`src/rtl/fetch_unit.sv`:
```
// Y86-64 fetch stage: reads one instruction a byte at a time over a req/ack
// port, splits it into icode/ifun/rA/rB/valC and computes valP.
module fetch_unit #(
  parameter int TIMEOUT = 16
) (
  input  logic        clk,
  input  logic        rst_n,
  input  logic        start,
  input  logic [63:0] pc,
  output logic        mem_req,
  output logic [63:0] mem_addr,
  input  logic        mem_ack,
  input  logic [7:0]  mem_rdata,
  input  logic        mem_err,
  output logic        busy,
  output logic        done,
  output logic [3:0]  icode,
  output logic [3:0]  ifun,
  output logic [3:0]  rA,
  output logic [3:0]  rB,
  output logic [63:0] valC,
  output logic [63:0] valP,
  output logic        instr_invalid,
  output logic        imem_error
);

  typedef enum logic [1:0] {IDLE, BYTE0, REST, DONE} state_t;

  localparam int          TW       = (TIMEOUT > 2) ? $clog2(TIMEOUT) : 1;
  localparam logic [TW-1:0] TMO_LAST = TW'(TIMEOUT - 1);

  state_t        state_q, state_d;
  logic [63:0]   pc_q, pc_d;
  logic [63:0]   addr_q, addr_d;
  logic [3:0]    idx_q, idx_d;
  logic [3:0]    len_q, len_d;
  logic [TW-1:0] tmo_q, tmo_d;
  logic [3:0]    icode_q, icode_d, ifun_q, ifun_d;
  logic [3:0]    ra_q, ra_d, rb_q, rb_d;
  logic [63:0]   valc_q, valc_d, valp_q, valp_d;
  logic          inv_q, inv_d, ierr_q, ierr_d;

  logic          ack_ok, fault;
  logic [3:0]    byte0_len, cidx;

  function automatic logic [3:0] instr_len(input logic [3:0] ic);
    case (ic)
      4'h0, 4'h1, 4'h9:       instr_len = 4'd1;
      4'h2, 4'h6, 4'hA, 4'hB: instr_len = 4'd2;
      4'h7, 4'h8:             instr_len = 4'd9;
      4'h3, 4'h4, 4'h5:       instr_len = 4'd10;
      default:                instr_len = 4'd1;
    endcase
  endfunction

  // An ack in the expiring cycle still counts as a good transfer.
  assign ack_ok    = mem_req & mem_ack & ~mem_err;
  assign fault     = mem_req & ((mem_ack & mem_err) | (~mem_ack & (tmo_q == TMO_LAST)));
  assign byte0_len = instr_len(mem_rdata[7:4]);
  assign cidx      = idx_q - ((len_q == 4'd9) ? 4'd1 : 4'd2);

  // state register
  always_ff @(posedge clk or negedge rst_n) begin
    if (!rst_n) state_q <= IDLE;
    else        state_q <= state_d;
  end

  // next state
  always_comb begin
    state_d = state_q;
    case (state_q)
      IDLE:  if (start) state_d = BYTE0;
      BYTE0: begin
        if (fault)       state_d = DONE;
        else if (ack_ok) state_d = (byte0_len == 4'd1) ? DONE : REST;
      end
      REST: begin
        if (fault)                                 state_d = DONE;
        else if (ack_ok && idx_q == len_q - 4'd1)  state_d = DONE;
      end
      DONE:  state_d = IDLE;
      default: state_d = IDLE;
    endcase
  end

  // outputs
  always_comb begin
    mem_req = (state_q == BYTE0) || (state_q == REST);
    busy    = mem_req;
    done    = (state_q == DONE);
  end

  always_comb begin
    pc_d    = pc_q;
    addr_d  = addr_q;
    idx_d   = idx_q;
    len_d   = len_q;
    tmo_d   = tmo_q;
    icode_d = icode_q;
    ifun_d  = ifun_q;
    ra_d    = ra_q;
    rb_d    = rb_q;
    valc_d  = valc_q;
    valp_d  = valp_q;
    inv_d   = inv_q;
    ierr_d  = ierr_q;
    if (state_q == IDLE && start) begin
      pc_d    = pc;
      addr_d  = pc;
      idx_d   = 4'd0;
      len_d   = 4'd1;
      tmo_d   = '0;
      icode_d = 4'h0;
      ifun_d  = 4'h0;
      ra_d    = 4'hF;
      rb_d    = 4'hF;
      valc_d  = '0;
      valp_d  = pc;
      inv_d   = 1'b0;
      ierr_d  = 1'b0;
    end else if (mem_req) begin
      if (ack_ok) begin
        addr_d = addr_q + 64'd1;
        idx_d  = idx_q + 4'd1;
        tmo_d  = '0;
        if (state_q == BYTE0) begin
          icode_d = mem_rdata[7:4];
          ifun_d  = mem_rdata[3:0];
          len_d   = byte0_len;
          inv_d   = (mem_rdata[7:4] > 4'hB);
          valp_d  = pc_q + 64'(byte0_len);
        end else if (idx_q == 4'd1 && len_q != 4'd9) begin
          ra_d = mem_rdata[7:4];
          rb_d = mem_rdata[3:0];
        end else begin
          valc_d[8*cidx[2:0] +: 8] = mem_rdata;
        end
      end else if (fault) begin
        ierr_d = 1'b1;
      end else begin
        tmo_d = tmo_q + TW'(1);
      end
    end
  end

  always_ff @(posedge clk or negedge rst_n) begin
    if (!rst_n) begin
      pc_q    <= '0;
      addr_q  <= '0;
      idx_q   <= '0;
      len_q   <= 4'd1;
      tmo_q   <= '0;
      icode_q <= '0;
      ifun_q  <= '0;
      ra_q    <= 4'hF;
      rb_q    <= 4'hF;
      valc_q  <= '0;
      valp_q  <= '0;
      inv_q   <= 1'b0;
      ierr_q  <= 1'b0;
    end else begin
      pc_q    <= pc_d;
      addr_q  <= addr_d;
      idx_q   <= idx_d;
      len_q   <= len_d;
      tmo_q   <= tmo_d;
      icode_q <= icode_d;
      ifun_q  <= ifun_d;
      ra_q    <= ra_d;
      rb_q    <= rb_d;
      valc_q  <= valc_d;
      valp_q  <= valp_d;
      inv_q   <= inv_d;
      ierr_q  <= ierr_d;
    end
  end

  assign mem_addr      = addr_q;
  assign icode         = icode_q;
  assign ifun          = ifun_q;
  assign rA            = ra_q;
  assign rB            = rb_q;
  assign valC          = valc_q;
  assign valP          = valp_q;
  assign instr_invalid = inv_q;
  assign imem_error    = ierr_q;

endmodule
```
`config.mk`:
```
export PLATFORM = sky130hd
export DESIGN_NAME = fetch_unit
export DESIGN_NICKNAME = d
export VERILOG_FILES = /design/src/rtl/fetch_unit.sv
export SDC_FILE = /design/constraint.sdc
export NUM_CORES = 1
export LEC_CHECK = 0
export ABC_AREA = 1
export CELL_PAD_IN_SITES_DETAIL_PLACEMENT = 1
export CELL_PAD_IN_SITES_GLOBAL_PLACEMENT = 2
export CORE_ASPECT_RATIO = 0.6
export CORE_UTILIZATION = 30
export CTS_CLUSTER_DIAMETER = 200
export DETAILED_ROUTE_END_ITERATION = 12
export PLACE_DENSITY_LB_ADDON = 0.1
export SLEW_MARGIN = 20
export SYNTH_ARGS = -nofsm -noshare
export SYNTH_HDL_FRONTEND = slang
export SYNTH_SLANG_ARGS = --single-unit
```
`constraint.sdc`:
```
create_clock -name clk -period 3.2 [get_ports clk]
set_input_delay 0.96 -clock clk [delete_from_list [all_inputs] [get_ports clk]]
set_output_delay 0.96 -clock clk [all_outputs]
set_load 0.01 [all_outputs]
```
==> run summary, run 1 <==
DRT
------------------------------------------------------------------------------------------
DRC violation count after routing                                                        0
Total number of vias                                                                 17.8k
Number of detailed-route iterations in the first pass                                    5
Number of antenna-violating nets in the routed design                                    0
Vias per Instance                                                                     5.12
Detail-routed net length per standard cell                                         24.3 µm
Total wire length after detailed routing                                          84200 µm
DRC marker count from the first detailed-route iteration                              1586

WORST SETUP PATH
------------------------------------------------------------------------------------------
Type of origin of the critical path                                                   flop
Delay of the slowest critical-path stage                                           0.60 ns
Cell Chain, Critical Path                                                     inv_1 -> ha_1 -> clkdlybuf4s50_1
Arrival time at the worst endpoint                                                 2.15 ns
Setup crit end kind                                                           primary output
Master of the slowest instance on the critical path                           sky130_fd_sc_hd__clkdlybuf4s50_1
Worst-path fanout max                                                                    7
Worst Setup Path Type                                                         flop to primary output
Required time reported for the critical path endpoint                              2.24 ns

PLACED DESIGN
------------------------------------------------------------------------------------------
Placement-stage cell area                                                       0.0210 mm²
Weighted congestion reported at the end of routability-driven placement              0.965
Buffers on Ports                                                                       289
DPL Wire Length                                                                   67900 µm
Post-placement worst setup slack                                                 -0.855 ns

CLOCK NETWORK
------------------------------------------------------------------------------------------
Clock edge transition at the registers on the reported setup and hold paths        0.06 ns
Clock latency on the worst-skew pair                                               0.56 ns
Number of buffers added by the clock tree synthesis step                                34
TritonCTS clock tree                                                                 built
Total number of clock tree sinks                                                       287
Number of levels in the clock H-tree                                                     2
Maximum buffer depth of the clock tree                                                   3
Buffer cell driving the clock tree root                                       sky130_fd_sc_hd__clkbuf_16

TIMING
------------------------------------------------------------------------------------------
Clock Skews                                                                      0.0231 ns
Count of pins over their slew limit                                                      0
Setup repair after global routing missed its margin                                    yes
Minimum clock period after layout                                                  3.11 ns
Final worst hold slack                                                            0.344 ns
Max-Slew Margin vs Limit                                                             45.1%
Final hold viol count                                                                    0
Period Utilization, post-route                                                       97.1%
Timing-limited maximum frequency                                                   322 MHz
Final-report setup violation count                                                       0
Actual transition at the worst max-transition pin                                 0.821 ns
Post-layout worst setup margin                                                   0.0942 ns

LAYOUT
------------------------------------------------------------------------------------------
Area growth, synth to finish                                                         36.3%
Fraction of final layout cells sized beyond drive strength 1                         9.33%
Layout Nets                                                                           2836
Area of all placed cells without fillers                                        0.0223 mm²
Post-layout util                                                                     41.9%

LOGIC SYNTHESIS
------------------------------------------------------------------------------------------
Gate count after technology mapping                                                   2356
Sequential fraction of the synthesis area                                            43.9%
Synth unique cells                                                                      45
Register bit total from synthesis                                                      287
Predominant post-synthesis flop cell                                          sky130_fd_sc_hd__dfrtp_1
Post-synth top cells                                                          sky130_fd_sc_hd__nand2_1 (823), sky130_fd_sc_hd__nor2_1 (383), sky130_fd_sc_hd__dfrtp_1 (278)
Mapped Nets                                                                           2452
Proportion of synthesized flip-flops having asynchronous set or reset                 100%
Library cell with the largest summed area after synthesis                     sky130_fd_sc_hd__dfrtp_1
Warning count from the yosys run                                                         0
Most common cell in the netlist                                               sky130_fd_sc_hd__nand2_1
Summed instance area of the synthesized netlist                                 0.0164 mm²
Post-synthesis area per instance                                                  6.95 µm²
Largest cells by area after synthesis                                         sky130_fd_sc_hd__dfrtp_1 (42%), sky130_fd_sc_hd__nand2_1 (19%), sky130_fd_sc_hd__nor2_1 (8.8%), sky130_fd_sc_hd__inv_1 (4.5%), sky130_fd_sc_hd__o21ai_0 (4.2%)
Number of synthesized flops with an enable pin                                           0
Top cell type's share of synthesized area                                            42.5%

MIN PATH
------------------------------------------------------------------------------------------
Worst min-delay path class                                                    primary input to async pin

OUTCOME
------------------------------------------------------------------------------------------
Result of the run                                                             finished clean

POWER
------------------------------------------------------------------------------------------
PnR Total Power                                                                    22.8 mW
Static leakage                                                                     10.3 nW
Ratio of total power to cell area                                              1020 mW/mm²
Worst-case vdd ir drop                                                            0.446 mV

FLOORPLAN
------------------------------------------------------------------------------------------
Starting density of the core                                                         30.8%
Die area                                                                        0.0556 mm²
Core ar.                                                                        0.0533 mm²
Chip Width                                                                          304 µm
Cell Rows                                                                               65
Total I/O pin count                                                                    290
Die height                                                                          183 µm

GRT
------------------------------------------------------------------------------------------
Final global-route overflow total                                                        0
Vias in the first global route                                                       18.0k
First-pass GRT wire length                                                       123000 µm
Antenna violations before repair                                                         3
Gr usage total                                                                       30.1%
Maximum number of pins on one net before global-route repair                            93

RUN
------------------------------------------------------------------------------------------
Maximum capacitance violations                                                           0

[what timing repair did]
| item | CTS | global route |
|---|---|---|
| resized for setup | 15 | 37 |
| hold buffers | 0 | 0 |
| buffers inserted | 0 | 2 |
| endpoints found under the setup margin | 51 | 109 |
| pin swaps | 1 | 12 |
[worst paths after layout]
check / start / endpoint / slack (ns) / depth (start not counted)
max: state_q[0]$_DFFE_PN0P_ / mem_req / 0.09 / 3
max reg2reg: len_q[0]$_DFFE_PN1P_ / valC[29]$_DFFE_PN0P_ / 0.16 / 13
min: rst_n / valP[25]$_DFFE_PN0P_ / 0.34 / 1
min in group clk: valC[49]$_DFFE_PN0P_ / valC[49]$_DFFE_PN0P_ / 0.48 / 2
max in group asynchronous: rst_n / rB[1]$_DFFE_PN1P_ / 1.89 / 2
min reg2reg: valC[49]$_DFFE_PN0P_ / valC[49]$_DFFE_PN0P_ / 0.48 / 2
[routing by layer]
layer  track usage (%)  vias up  routed length, µm  share of wire (%)
li1                  -     8306                  -                  -
met1              45.5     8830              42100                 50
met2              41.1      549              32900                 39
met3              8.98       84               7290                8.7
met4              6.90        4               1750                2.1
met5              1.55        -                138               0.16
[registers in the layout, indices dropped and copies added, names as in the netlist, 3 cells and up]
register and count:
icode 4, ifun 4, valP 64, len_q 3, mem_addr 64, valC 64, pc_q 64, rB 4
rA 4, idx_q 4, tmo_q 4
[final cells by class]
class,count,area [µm²]
fill,6586,30900
multi-input combinational,1795,8290
sequential,287,7190
timing repair buffer,416,4060
clock buffer,45,942
tap,703,880
inverter,206,778
clock inverter,15,183
antenna,1,2.50
[worst max-delay path: cells and delay by family, from the launching register on]
family                     cells  cell delay [ns]
buffers and inverters          2             0.71
DFF                            1             0.43
adders and majority gates      1             0.46
[layout by cell type (no fill, tap or decap), types with 11 or more instances in the layout]
cell	synthesis	layout
sky130_fd_sc_hd__nor2_1	383	379
sky130_fd_sc_hd__nand3_1	132	129
sky130_fd_sc_hd__a21oi_1	76	75
sky130_fd_sc_hd__clkdlybuf4s50_1	0	284
sky130_fd_sc_hd__clkbuf_16	0	34
sky130_fd_sc_hd__xnor2_1	23	23
sky130_fd_sc_hd__buf_12	0	15
sky130_fd_sc_hd__ha_1	18	15
sky130_fd_sc_hd__buf_4	2	109
sky130_fd_sc_hd__xor2_1	28	27
sky130_fd_sc_hd__nand2_1	823	812
sky130_fd_sc_hd__nand2_2	6	12
sky130_fd_sc_hd__a31oi_1	37	37
sky130_fd_sc_hd__inv_2	9	11
sky130_fd_sc_hd__dfrtp_1	278	278
sky130_fd_sc_hd__nand4_1	48	48
sky130_fd_sc_hd__inv_1	197	194
sky130_fd_sc_hd__o21ai_0	136	132
[through the flow]
stage / instances / setup TNS, ns
finish: 3468 / 0
CTS: 3465 / 0
global route: 3468 / -0.0783
global placement: 3405 / -31.72
detailed placement: 3405 / -38.01
floorplan: 2356 / 0
[power by group]
group | internal, mW | switching (mW)
sequential | 5.25 | 2.11
combinational | 4.61 | 6.75
clock | 2.27 | 1.79
[kinds of logic after synthesis]
family                   synth area share, %
adder cells (fa/ha/maj)                 1.50
XOR/XNOR                                2.73
multiplexers                          0.0611
buffers and inverters                   6.50
flip-flops                              43.9
AO/OA/AOI/OAI                           9.90
AND/OR/NAND/NOR                         35.4
Note: power is estimated with default switching activity, not from simulation.
==> run 2, diff against run 1 <==
Settings changed: CORE_ASPECT_RATIO 0.6 to 1.1.
==> run summary, run 2 (same netlist as run 1, synthesis figures left out) <==
POWER
------------------------------------------------------------------------------------------
Ratio of total power to cell area                                              1010 mW/mm²
Static leakage                                                                     10.5 nW
Worst-case vdd ir drop                                                            0.491 mV
PnR Total Power                                                                    22.8 mW

TIMING
------------------------------------------------------------------------------------------
Clock Skews                                                                      0.0266 ns
Final-report setup violation count                                                       0
Timing-limited maximum frequency                                                   325 MHz
Count of pins over their slew limit                                                      0
Final setup TNS                                                                       0 ns
Actual transition at the worst max-transition pin                                 0.605 ns
Period Utilization, post-route                                                       96.2%
Minimum clock period after layout                                                  3.08 ns
Max-Slew Margin vs Limit                                                             59.4%
Final hold viol count                                                                    0
Setup repair after global routing missed its margin                                    yes

WORST SETUP PATH
------------------------------------------------------------------------------------------
Largest delay contributor family on the critical path                         buffers and inverters
Required time reported for the critical path endpoint                              2.24 ns
Delay of the slowest critical-path stage                                           0.60 ns
R2r startpoint                                                                len_q[0]$_DFFE_PN1P_
Type of origin of the critical path                                                   flop
Cell Chain, Critical Path                                                     inv_1 -> ha_2 -> clkdlybuf4s50_1
Setup crit end kind                                                           primary output
Worst Setup Path Type                                                         flop to primary output
Crit. Startpoint                                                              state_q[0]$_DFFE_PN0P_
Arrival time at the worst endpoint                                                 2.12 ns
Buffering stage count on the worst path with inverters included                          2
Worst-path fanout max                                                                    7
Master of the slowest instance on the critical path                           sky130_fd_sc_hd__clkdlybuf4s50_1

CLOCK NETWORK
------------------------------------------------------------------------------------------
Number of levels in the clock H-tree                                                     2
Clock latency on the worst-skew pair                                               0.58 ns
TritonCTS clock tree                                                                 built
Number of buffers added by the clock tree synthesis step                                37
Total number of clock tree sinks                                                       287
Clock edge transition at the registers on the reported setup and hold paths        0.06 ns
Maximum buffer depth of the clock tree                                                   3
Count of buffers added by post-CTS timing repair for setup                               0
Buffer cell driving the clock tree root                                       sky130_fd_sc_hd__clkbuf_16

GRT
------------------------------------------------------------------------------------------
First-pass GRT wire length                                                       120000 µm
Final global-route overflow total                                                        0
Antenna violations before repair                                                         9
Gr usage total                                                                       29.1%
Vias in the first global route                                                       18.2k
Maximum number of pins on one net before global-route repair                            93

LAYOUT
------------------------------------------------------------------------------------------
Area of all placed cells without fillers                                        0.0226 mm²
Leading cell types in the layout, fill and taps excluded                      sky130_fd_sc_hd__nand2_1 (813), sky130_fd_sc_hd__nor2_1 (369), sky130_fd_sc_hd__clkdlybuf4s50_1 (284)
Antenna diode count                                                                      0
Fraction of final layout cells sized beyond drive strength 1                         10.5%
Most common library cell in the layout ignoring fill and taps                 sky130_fd_sc_hd__nand2_1
Number of standard cells in the layout, taps in and fillers out                       3519
Layout Nets                                                                           2859
Area growth, synth to finish                                                         38.2%
Post-layout util                                                                     42.1%

FLOORPLAN
------------------------------------------------------------------------------------------
Chip Width                                                                          225 µm
Cell Rows                                                                               89
Starting density of the core                                                         30.5%
Core ar.                                                                        0.0538 mm²
Total I/O pin count                                                                    290
Die height                                                                          247 µm
Die area                                                                        0.0556 mm²

DRT
------------------------------------------------------------------------------------------
Number of antenna-violating nets in the routed design                                    0
DRC marker count from the first detailed-route iteration                              1050
Number of detailed-route iterations in the first pass                                    4
Total wire length after detailed routing                                          80600 µm
Vias per Instance                                                                     4.98
DRC violation count after routing                                                        0
Detail-routed net length per standard cell                                         22.9 µm
Total number of vias                                                                 17.5k

PLACED DESIGN
------------------------------------------------------------------------------------------
Buffers on Ports                                                                       289
Placed cell count                                                                     3452
Weighted congestion reported at the end of routability-driven placement              0.924
DPL Wire Length                                                                   64100 µm
Placement-stage cell area                                                       0.0212 mm²

MIN PATH
------------------------------------------------------------------------------------------
Worst min-delay path class                                                    primary input to async pin

RUN
------------------------------------------------------------------------------------------
Maximum capacitance violations                                                           0

OUTCOME
------------------------------------------------------------------------------------------
Result of the run                                                             finished clean

-- run 2: cell count changes in the layout (fill, tap and decap cells not counted), moves of 2 or more --
cell,change
sky130_fd_sc_hd__bufinv_16,+4
sky130_fd_sc_hd__clkinvlp_4,-4
sky130_fd_sc_hd__inv_6,+3
sky130_fd_sc_hd__clkinv_8,-2
sky130_fd_sc_hd__nand3_1,-2
sky130_fd_sc_hd__clkbuf_16,+3
sky130_fd_sc_hd__clkinv_2,+3
sky130_fd_sc_hd__nand3_2,+3
sky130_fd_sc_hd__nand2_4,-2
sky130_fd_sc_hd__nor2_2,+10
sky130_fd_sc_hd__nor2_1,-10
sky130_fd_sc_hd__buf_4,+23
sky130_fd_sc_hd__buf_6,-2
-- run 2: cell type report --
cell class,instances,area (µm²)
Clock buffer,49,1020
Clock inverter,18,251
Fill cell,6709,31100
Inverter,206,778
Multi-Input combinational cell,1795,8300
Sequential cell,287,7190
Tap cell,728,911
Timing Repair Buffer,436,4190
-- run 2: where the power goes --
| group | switching, mW | internal [mW] | leakage, nW |
|---|---|---|---|
| registers | 1.99 | 5.25 | 3.53 |
| logic | 6.45 | 4.61 | 6.29 |
| clock network | 1.79 | 2.74 | 0.634 |
-- run 2: per-layer routing --
layer	wire length (µm)	up-vias	GRT usage, %
met3	3920	106	5.67
met1	36700	8661	38.8
met5	111	-	0
met4	2490	16	8.92
met2	37300	366	47.1
li1	-	8371	-
-- run 2: final timing paths --
kind | to | slack, ns | cells past startpoint
worst max-delay path | busy | 0.12 | 3
worst min-delay path | valP[14]$_DFFE_PN0P_ | 0.34 | 1
worst max register to register | valC[62]$_DFFE_PN0P_ | 0.29 | 14
worst min register to register | ifun[1]$_DFFE_PN0P_ | 0.48 | 2
max in group asynchronous | valC[59]$_DFFE_PN0P_ | 2.06 | 2
min in group clk | ifun[1]$_DFFE_PN0P_ | 0.48 | 2
-- run 2: through the flow --
step	hold slack, ns	setup WS, ns
floorplan	0.456	0.214
global placement	0.457	-0.961
detailed placement	0.467	-0.979
CTS	0.345	-0.00674
global route	0.353	-0.0320
finish	0.337	0.121
-- run 2: what timing repair did --
action,CTS,global route
hold buffers,0,0
endpoints found under the setup margin,49,75
gates resized for setup,18,39
pin swaps,1,10
